--- src/rtl/byte_asm_pkg.sv ---
// Shared widths, FSM state encoding and parity helper for byte_assembler.
// The PAR state exists only when BYTE_ASM_PARITY_EN is defined.
package byte_asm_pkg;

    localparam int BYTE_W = 8;
    localparam int CNT_W  = 3;

    typedef enum logic [1:0] {
        IDLE  = 2'd0,
        SHIFT = 2'd1
`ifdef BYTE_ASM_PARITY_EN
        ,
        PAR   = 2'd2
`endif
    } state_t;

    // High when the 8 data bits plus parity bit hold an odd number of ones.
    function automatic logic parity_bad(input logic [BYTE_W-1:0] d, input logic p);
        return ^{d, p};
    endfunction

endpackage

--- src/rtl/sipo_shift.sv ---
// 8-bit serial-in/parallel-out register; pdata is the value the register
// takes at the coming edge (shifted when shift_en, otherwise held).
module sipo_shift
    import byte_asm_pkg::*;
#(
    parameter int MSB_FIRST = 1
) (
    input  logic              clk,
    input  logic              rst_n,
    input  logic              din,
    input  logic              shift_en,
    input  logic              clear,
    output logic [BYTE_W-1:0] pdata
);

    logic [BYTE_W-1:0] q;

    always_comb begin
        if (!shift_en)
            pdata = q;
        else if (MSB_FIRST != 0)
            pdata = {q[BYTE_W-2:0], din};
        else
            pdata = {din, q[BYTE_W-1:1]};
    end

    // NOTE: sequential state uses <= so every register samples pre-edge values.
    always_ff @(posedge clk or negedge rst_n) begin
        if (!rst_n)
            q <= '0;
        else if (clear)
            q <= '0;
        else
            q <= pdata;
    end

endmodule

--- src/rtl/byte_assembler.sv ---
// Serial-to-byte assembler feeding a popcount stage (a/load).
// Optional even-parity frame bit and par_err port under BYTE_ASM_PARITY_EN.
module byte_assembler
    import byte_asm_pkg::*;
#(
    parameter int MSB_FIRST = 1
) (
    input  logic              clk,
    input  logic              rst_n,
    input  logic              sin,
    input  logic              sin_valid,
    input  logic              sin_clear,
    output logic [BYTE_W-1:0] a,
    output logic              load,
    output logic              busy,
    output logic [7:0]        byte_cnt
`ifdef BYTE_ASM_PARITY_EN
    ,
    output logic              par_err
`endif
);

    state_t            state, state_nxt;
    logic [CNT_W-1:0]  bit_cnt;
    logic              data_bit, last_bit, done;
    logic [BYTE_W-1:0] pdata;

    sipo_shift #(.MSB_FIRST(MSB_FIRST)) u_sipo (
        .clk      (clk),
        .rst_n    (rst_n),
        .din      (sin),
        .shift_en (data_bit),
        .clear    (sin_clear),
        .pdata    (pdata)
    );

    always_ff @(posedge clk or negedge rst_n) begin
        if (!rst_n)
            state <= IDLE;
        else
            state <= state_nxt;
    end

    // NOTE: default assignment first so no path leaves state_nxt unassigned (no latch).
    always_comb begin
        state_nxt = state;
        if (sin_clear) begin
            state_nxt = IDLE;
        end else if (sin_valid) begin
            case (state)
                IDLE:    state_nxt = SHIFT;
`ifdef BYTE_ASM_PARITY_EN
                SHIFT:   if (last_bit) state_nxt = PAR;
                PAR:     state_nxt = IDLE;
`else
                SHIFT:   if (last_bit) state_nxt = IDLE;
`endif
                default: state_nxt = IDLE;
            endcase
        end
    end

    always_comb begin
        busy = (state != IDLE);
`ifdef BYTE_ASM_PARITY_EN
        data_bit = sin_valid && (state != PAR);
        last_bit = data_bit && (bit_cnt == CNT_W'(BYTE_W - 1));
        done     = sin_valid && !sin_clear && (state == PAR);
`else
        data_bit = sin_valid;
        last_bit = data_bit && (bit_cnt == CNT_W'(BYTE_W - 1));
        done     = last_bit && !sin_clear;
`endif
    end

    // Wraps 7 -> 0 on the last data bit, ready for the next byte.
    always_ff @(posedge clk or negedge rst_n) begin
        if (!rst_n)
            bit_cnt <= '0;
        else if (sin_clear)
            bit_cnt <= '0;
        else if (data_bit)
            bit_cnt <= bit_cnt + CNT_W'(1);
    end

    always_ff @(posedge clk or negedge rst_n) begin
        if (!rst_n) begin
            a        <= '0;
            load     <= 1'b0;
            byte_cnt <= 8'h00;
        end else begin
            load <= done;
            if (done) begin
                a        <= pdata;
                byte_cnt <= byte_cnt + 8'd1;
            end
        end
    end

`ifdef BYTE_ASM_PARITY_EN
    // In PAR the register holds, so pdata is the data byte and sin the parity bit.
    always_ff @(posedge clk or negedge rst_n) begin
        if (!rst_n)
            par_err <= 1'b0;
        else if (done)
            par_err <= parity_bad(pdata, sin);
    end
`endif

endmodule

--- config.mk ---
export PLATFORM = sky130hd
export DESIGN_NAME = byte_assembler
export DESIGN_NICKNAME = d
export VERILOG_FILES = /design/src/rtl/byte_asm_pkg.sv /design/src/rtl/sipo_shift.sv /design/src/rtl/byte_assembler.sv
export SDC_FILE = /design/constraint.sdc
export NUM_CORES = 1
export LEC_CHECK = 0
export CAP_MARGIN = 20
export CORE_MARGIN = 2
export CORE_UTILIZATION = 40
export CTS_CLUSTER_SIZE = 8
export DETAILED_ROUTE_END_ITERATION = 8
export MAX_ROUTING_LAYER = met4
export PLACE_DENSITY = 0.71
export SYNTH_ARGS = -nofsm -noshare
export SYNTH_HDL_FRONTEND = slang
export SYNTH_SLANG_ARGS = --single-unit
--- constraint.sdc ---
create_clock -name clk -period 1.8 [get_ports clk]
set_input_delay 0.27 -clock clk [delete_from_list [all_inputs] [get_ports clk]]
set_output_delay 0.27 -clock clk [all_outputs]
set_load 0.02 [all_outputs]
After elaboration in Yosys (flattened, before gate mapping):

Cells that the tools add are included.

* output and inout port bits: 18
* bits in registers: 30
* word-level logic and storage cells: 26
* bits of input ports: 5

* reduce and logical (&&, ||, !) cells: 7
* mux-type cells: 8
* add/subtract/negate cells: 2
* equality and inequality tests: 3

Operators by type and width (number)
* 8-bit two-way mux: 2
* 8-bit by 1-bit adder with 8-bit output (second input constant): 1
* 2-bit two-way mux: 3
* 3-bit two-way mux: 2
* 2-bit case mux with 2 select lines: 1
* 2-bit nonzero test: 2
* 3-bit by 1-bit adder with 3-bit output (second input constant): 1
* 3-bit equality test (second input constant): 1
* 3-bit inequality test (second input constant): 1
* 2-bit by 1-bit equality test with 1-bit output (second input constant): 1
* 1-bit logical AND: 2
* 2-bit logical NOT: 1
* 2-bit AND reduction: 1
* 1-bit logical NOT: 1

Depth between registers and ports, before layout:

Gate-level depths: netlist of run 1.

* depth in word-level cells: 6
* depth in mapped cells: 7
* depth with buffers taken out: 6

Hierarchy:

A second synthesis of run 1 with hierarchy kept.

* cells, all modules: 86
* area, all modules: 1273.7 µm²

By module, submodules not included
* byte_assembler: seq. area each 525.5 µm², instances 1, area each 892.1 µm², cells an instance 61
* sipo_shift: seq. area each 200.2 µm², instances 1, area each 381.6 µm², cells an instance 25

Least setup slack after synthesis of run 1:

OpenSTA, ideal clock, no wires.

* kind: reg2reg
* from: register bit_cnt[0]
* to: register a[0]
* clock period less this slack: 1.299 ns
* data required time: 1.684 ns
* library setup time: 0.116 ns
* cell stages (with the launch flop): 8
* setup slack: 0.501 ns
* arrival: 1.182 ns
* path buffers: 1
* cell sequence: dfrtp_1 -> ha_1 -> ha_1 -> nand3b_4 -> inv_2 -> buf_4 -> nand2_1 -> nand2_1

* word-level cells in the longest chain between the ends: 3

Ends and longest elaborated chain
* start, declared: RTL line byte_assembler.sv:24 `logic [CNT_W-1:0] bit_cnt;`
* start signal, assigned: RTL line byte_assembler.sv:83 `bit_cnt <= bit_cnt + CNT_W'(1);`
* 3-bit equality test: RTL line byte_assembler.sv:71 `last_bit = data_bit && (bit_cnt == CNT_W'(BYTE_W - 1));`
* 1-bit logical AND: RTL line byte_assembler.sv:71
* 1-bit logical AND: RTL line byte_assembler.sv:72 `done = last_bit && !sin_clear;`
* via done: RTL line byte_assembler.sv:25 `logic data_bit, last_bit, done;`
* end signal, assigned: RTL line byte_assembler.sv:94 `a <= pdata;`
* end, declared: RTL line byte_assembler.sv:13 `output logic [BYTE_W-1:0] a,`

The timed path passes the listed nets, and every way through them passes these cells.
A chain may end at the register's enable or synchronous reset.

Worst setup path in the final report of run 1:

* from: register byte_cnt[3]
* to: output byte_cnt[3]

RTL lines
* start, declared: RTL line byte_assembler.sv:16 `output logic [7:0] byte_cnt`
* start signal, assigned: RTL line byte_assembler.sv:95 `byte_cnt <= byte_cnt + 8'd1;`

No word-level cell between the ends.

==> results of run 1 <==
==> area by class of cell <==
class,instances,area (um^2)
Fill cell,253,1310
Sequential cell,28,701
Multi-Input combinational cell,71,432
Timing Repair Buffer,26,250
Tap cell,31,38.8
Clock buffer,3,22.5
Inverter,1,3.75
==> per-layer routing <==
metal / vias to the layer above / GRT usage [%]
met1: 392 / 18.1
met5: - / -
li1: 386 / -
met4: 0 / 2.99
met3: 2 / 2.01
met2: 12 / 20.9
==> metrics by stage <==
| step | power, uW | hold slack (ns) | worst slack, ns | instance area (um^2) |
|---|---|---|---|---|
| floorplan | 688 | -0.0256 | 0.501 | 1170 |
| global placement | 718 | 0.451 | 0.300 | 1430 |
| detailed placement | 721 | 0.461 | 0.235 | 1430 |
| CTS | 964 | 0.325 | 0.118 | 1450 |
| global route | 993 | 0.336 | 0.0631 | 1450 |
| finish | 947 | 0.318 | 0.139 | 1450 |
==> cell usage after synthesis (all sizes together) <==
cell | count | area (um^2)
buf | 4 | 30.0
inv | 1 | 3.75
clkbuf | 1 | 3.75
dfrtp | 28 | 701
ha | 3 | 37.5
nand3b | 1 | 20.0
nor2 | 12 | 45.0
mux2i | 9 | 90.1
and3 | 1 | 6.26
xor2 | 3 | 26.3
nand3 | 2 | 10.0
xnor2 | 5 | 43.8
nand2 | 29 | 109
o21ai | 1 | 5.00
nand4 | 3 | 18.8
nor3 | 2 | 20.0
==> sequential cells by signal, summed over array words and instances (netlist names) <==
| name | flops |
|---|---|
| a | 8 |
| byte_cnt | 8 |
| u_sipo.q | 7 |
| bit_cnt | 3 |
| load | 1 |
| state | 1 |
==> cell families (layout without fill, tap and decap cells) <==
kind of cell | Yosys count | after routing | synth area share [%]
simple gates | 50 | 50 | 19.6
flops | 28 | 28 | 59.9
mux | 9 | 9 | 7.70
xor+xnor | 8 | 8 | 5.99
buf+inv | 6 | 30 | 3.21
fa+ha+maj | 3 | 3 | 3.21
compound gates | 1 | 1 | 0.427
==> where the power goes <==
group	total (uW)	switching, uW	internal (uW)
Clock	240	162	78.0
Sequential	645	6.46	638
Combinational	63.2	34.1	29.1
Total	947	202	745
==> worst paths after layout <==
kind	slack (ns)	end
setup / recovery	0.14	byte_cnt[3]
hold / removal	0.32	byte_cnt[3]
setup reg to reg	0.31	byte_cnt[4]
hold reg to reg	0.48	byte_cnt[7]
max in group asynchronous	1.23	a[0]
min in group clk	0.48	byte_cnt[7]
==> impl_metrics.tcl, run 1 <==
set metrics [dict create \
    r2r_cells 6 \
    worstSetupPathType "flop to output pin" \
    drv_cap 0 \
    r2r_start "bit_cnt[0]" \
    fin_nets 139 \
    ys_seq_area_share_pct 59.9 \
    syn_area_per_cell_um2 11.1 \
    top_layer "met4" \
    groute.usage.overall_pct 13.2 \
    route.met2.wl_um 959 \
    crit_fanout 6 \
    routed-wl-met3_um 65 \
    finalHoldViolations 0 \
    cp-end-kind "output pin" \
    rsz0062_at_grt "no" \
    slew_headroom_pct 77.0 \
    placedCellCount 157 \
    crit_slowest_cell "clkdlybuf4s50_1" \
    floorplan.initialDensity_pct 42.4 \
    grt_pass1_wl_um 3370 \
    synth_cells 105 \
    wl_met1_um 884 \
    drtAntennaViolNets 0 \
    ctsHoldBuffers 0 \
    cpPeakStageDelay_ns 0.63 \
    grt_pass1_vias 767 \
    drc_errors 0 \
    worst-endpoint-required_ns 1.53 \
    worst_slew_pin_slew_ns 0.345 \
    synth-seq-cells 28 \
    pin_count 23 \
    port_buffers 22 \
    area_growth_pct 23.7 \
    slew_violations 0 \
    power.leakage_uw 0.000752 \
    wirelength_um 1930 \
    finalSetupViolations 0 \
    startpoint_type "flop" \
    peakVddDrop_uv 466 \
    fin_util_pct 52.5 \
    drt_pass1_iterations 4 \
    outcome "complete, no violations" \
    final_cell_mix "nand2_1 (29), dfrtp_1 (28), clkdlybuf4s50_1 (22)" \
    max_freq_mhz 602 \
    cts_tree "built" \
    n_antenna_cell 0 \
    setup_tns_ns 0 \
    worst-path-stages 1 \
    yosysWarnings 0 \
    cp_cell_sequence "clkdlybuf4s50_1" \
    postCtsResizedCells 0 \
    gp_congestion 0.715 \
    drt_first_iter_violations 26 \
    clock_latency_ns 0.31 \
    viasPerCell 4.95 \
    grt_max_degree 29 \
    die_width_um 58.1 \
    num_vias 792 \
    crit_buf_inv 1 \
    postCtsSetupRepairBufs 0 \
    antenna_found_initial 0 \
    dp_hpwl_um 1430 \
    arrival_ns 1.39 \
    crit_path_start "byte_cnt[3]" \
    wire_per_inst_um 12.1 \
    core_um2 2760 \
    critPathTopFamily "buffers and inverters" \
    overflow 0 \
    dieArea_um2 3370 \
    syn_nets 113 \
    final.min_clock_period_ns 1.66 \
    final_cells 160 \
    power_density_nw_per_um2 654 \
    hold_path.class "input pin to async pin" \
    final_common_cell "nand2_1" \
    synth_cell_types 16 \
    htreeDepth 1 \
    die_y_um 58.1 \
    drive_gt1_share_pct 8.53 \
    skew_ns 0.00427 \
    clock_sinks 28 \
    clk_path_buf_depth 2 \
    cts_buffers 3 \
    fin_crit_sh_pct 92.3 \
    cts_root_buf "clkbuf_4" \
    cts.clk_slew.worst_paths_ns 0.13 \
    synth_area_um2 1170 \
    row_count 19 \
]
Note: power is estimated with default switching activity, not from simulation.
==> run 2: changes to the inputs <==
- PLACE_DENSITY: 0.71 -> not set
- PLACE_DENSITY_LB_ADDON: not set -> 0.08
==> impl_metrics.tcl, run 2 (synthesized netlist as in run 1, its figures left out) <==
set metrics [dict create \
    finalHoldViolations 0 \
    clock_latency_ns 0.33 \
    pwr-share-clk_pct 36.7 \
    setup_tns_ns 0 \
    row_count 19 \
    nFillCells 252 \
    clock_sinks 28 \
    area_growth_pct 26.3 \
    power.leakage_uw 0.000766 \
    finalSetupViolations 0 \
    grt_max_degree 29 \
    pin_count 23 \
    swShare_pct 20.1 \
    slew_headroom_pct 77.1 \
    groute.usage.overall_pct 14.1 \
    dp_hpwl_um 1360 \
    fin_nets 139 \
    seqPwrFrac_pct 57.7 \
    clk_path_buf_depth 2 \
    dieArea_um2 3370 \
    crit_fanout 6 \
    cts.clk_slew.worst_paths_ns 0.15 \
    cp_cell_sequence "clkdlybuf4s50_1" \
    htreeDepth 1 \
    hold_path.class "input pin to async pin" \
    drive_gt1_share_pct 9.23 \
    grt_pass1_wl_um 3520 \
    drtAntennaViolNets 0 \
    die_width_um 58.1 \
    skew_ns 0.00740 \
    critPathTopFamily "buffers and inverters" \
    power_density_nw_per_um2 756 \
    cts_tree "built" \
    rsz0062_at_grt "no" \
    overflow 0 \
    arrival_ns 1.43 \
    viasPerCell 4.76 \
    die_y_um 58.1 \
    cp-end-kind "output pin" \
    slew_violations 0 \
    peakVddDrop_uv 464 \
    final_common_cell "nand2_1" \
    drc_errors 0 \
    startpoint_type "flop" \
    postCtsResizedCells 0 \
    cts_root_buf "clkbuf_4" \
    outcome "complete, no violations" \
    post-place-ws_ns 0.246 \
    drt_pass1_iterations 4 \
    n_antenna_cell 0 \
    cts_buffers 3 \
    fin_crit_sh_pct 94.3 \
    floorplan.initialDensity_pct 42.4 \
    worst_slew_pin_slew_ns 0.344 \
    r2r_slack_ns 0.32 \
    crit_slowest_cell "clkdlybuf4s50_1" \
    crit_buf_inv 1 \
    wirelength_um 1900 \
    p_sw_uw 225 \
    max_freq_mhz 589 \
    largestRegisters "a x8, byte_cnt x8, u_sipo.q x7" \
    final.min_clock_period_ns 1.70 \
    ctsHoldBuffers 0 \
    drv_cap 0 \
    drt_first_iter_violations 9 \
    worst-endpoint-required_ns 1.53 \
    core_um2 2760 \
    postCtsSetupRepairBufs 0 \
    p_int_uw 892 \
    cpPeakStageDelay_ns 0.64 \
    gp_congestion 0.705 \
    num_vias 766 \
    wire_per_inst_um 11.8 \
    worstSetupPathType "flop to output pin" \
    final_cell_mix "nand2_1 (29), dfrtp_1 (28), clkdlybuf4s50_1 (22)" \
    port_buffers 22 \
    antenna_found_initial 0 \
    grt_pass1_vias 814 \
    comb_power_share_pct 5.6 \
    timing.final.ws_setup_ns 0.102 \
]
[run 2: cell types whose count changed in the layout (fill, tap and decap cells not counted), sizes merged]
cell,change
bufinv,+1
[run 2: routing by layer]
metal / GRT usage [%] / vias to the layer above / wire length [um] / part of all wire [%]
met2: 21.6 / 13 / 897 / 47
met1: 18.8 / 364 / 920 / 48
li1: - / 387 / - / -
met3: 2.01 / 2 / 71 / 3.7
met4: 5.98 / 0 / 14 / 0.74
met5: - / - / 0 / 0
[run 2: worst paths after layout]
path,depth (start not counted),startpoint,to
worst max-delay path,1,byte_cnt[3],byte_cnt[3]
worst min-delay path,2,rst_n,byte_cnt[2]
worst max register to register,6,bit_cnt[0],byte_cnt[4]
worst min register to register,1,byte_cnt[7],byte_cnt[7]
max in group asynchronous,2,rst_n,bit_cnt[0]
min in group clk,1,byte_cnt[7],byte_cnt[7]
[run 2: through the flow]
stage	area (um^2)	utilization [%]	cells	power, uW	hold WS, ns
2_1_floorplan	1170	-	105	688	-0.0256
3_3_place_gp	1430	51.7	157	720	0.455
3_5_place_dp	1430	51.7	157	722	0.461
4_1_cts	1480	53.6	161	1140	0.310
5_1_grt	1480	53.6	161	1160	0.330
6_report	1480	53.6	161	1120	0.301
[run 2: worst reg2reg max path, delay by kind of cell, from the launching register on]
| family | cells | cell delay [ns] |
|---|---|---|
| xor+xnor | 1 | 0.15 |
| fa+ha+maj | 2 | 0.36 |
| buf+inv | 1 | 0.19 |
| flops | 1 | 0.40 |
| simple gates | 2 | 0.28 |
[run 2: cell type report]
class | instances | area (um^2) | area share (%)
Clock buffer | 3 | 22.5 | 1.52
Clock inverter | 1 | 30.0 | 2.03
Sequential cell | 28 | 701 | 47.4
Tap cell | 31 | 38.8 | 2.62
Multi-Input combinational cell | 71 | 432 | 29.2
Inverter | 1 | 3.75 | 0.254
Timing Repair Buffer | 26 | 250 | 16.9
[run 2: power groups by stage]
stage	Sequential, uW	Clock, uW	Combinational, uW
global route	647	446	71.8
finish	645	410	62.3
floorplan	658	0	30.0
CTS	645	427	64.8
global placement	656	0	63.7
detailed placement	657	0	64.8
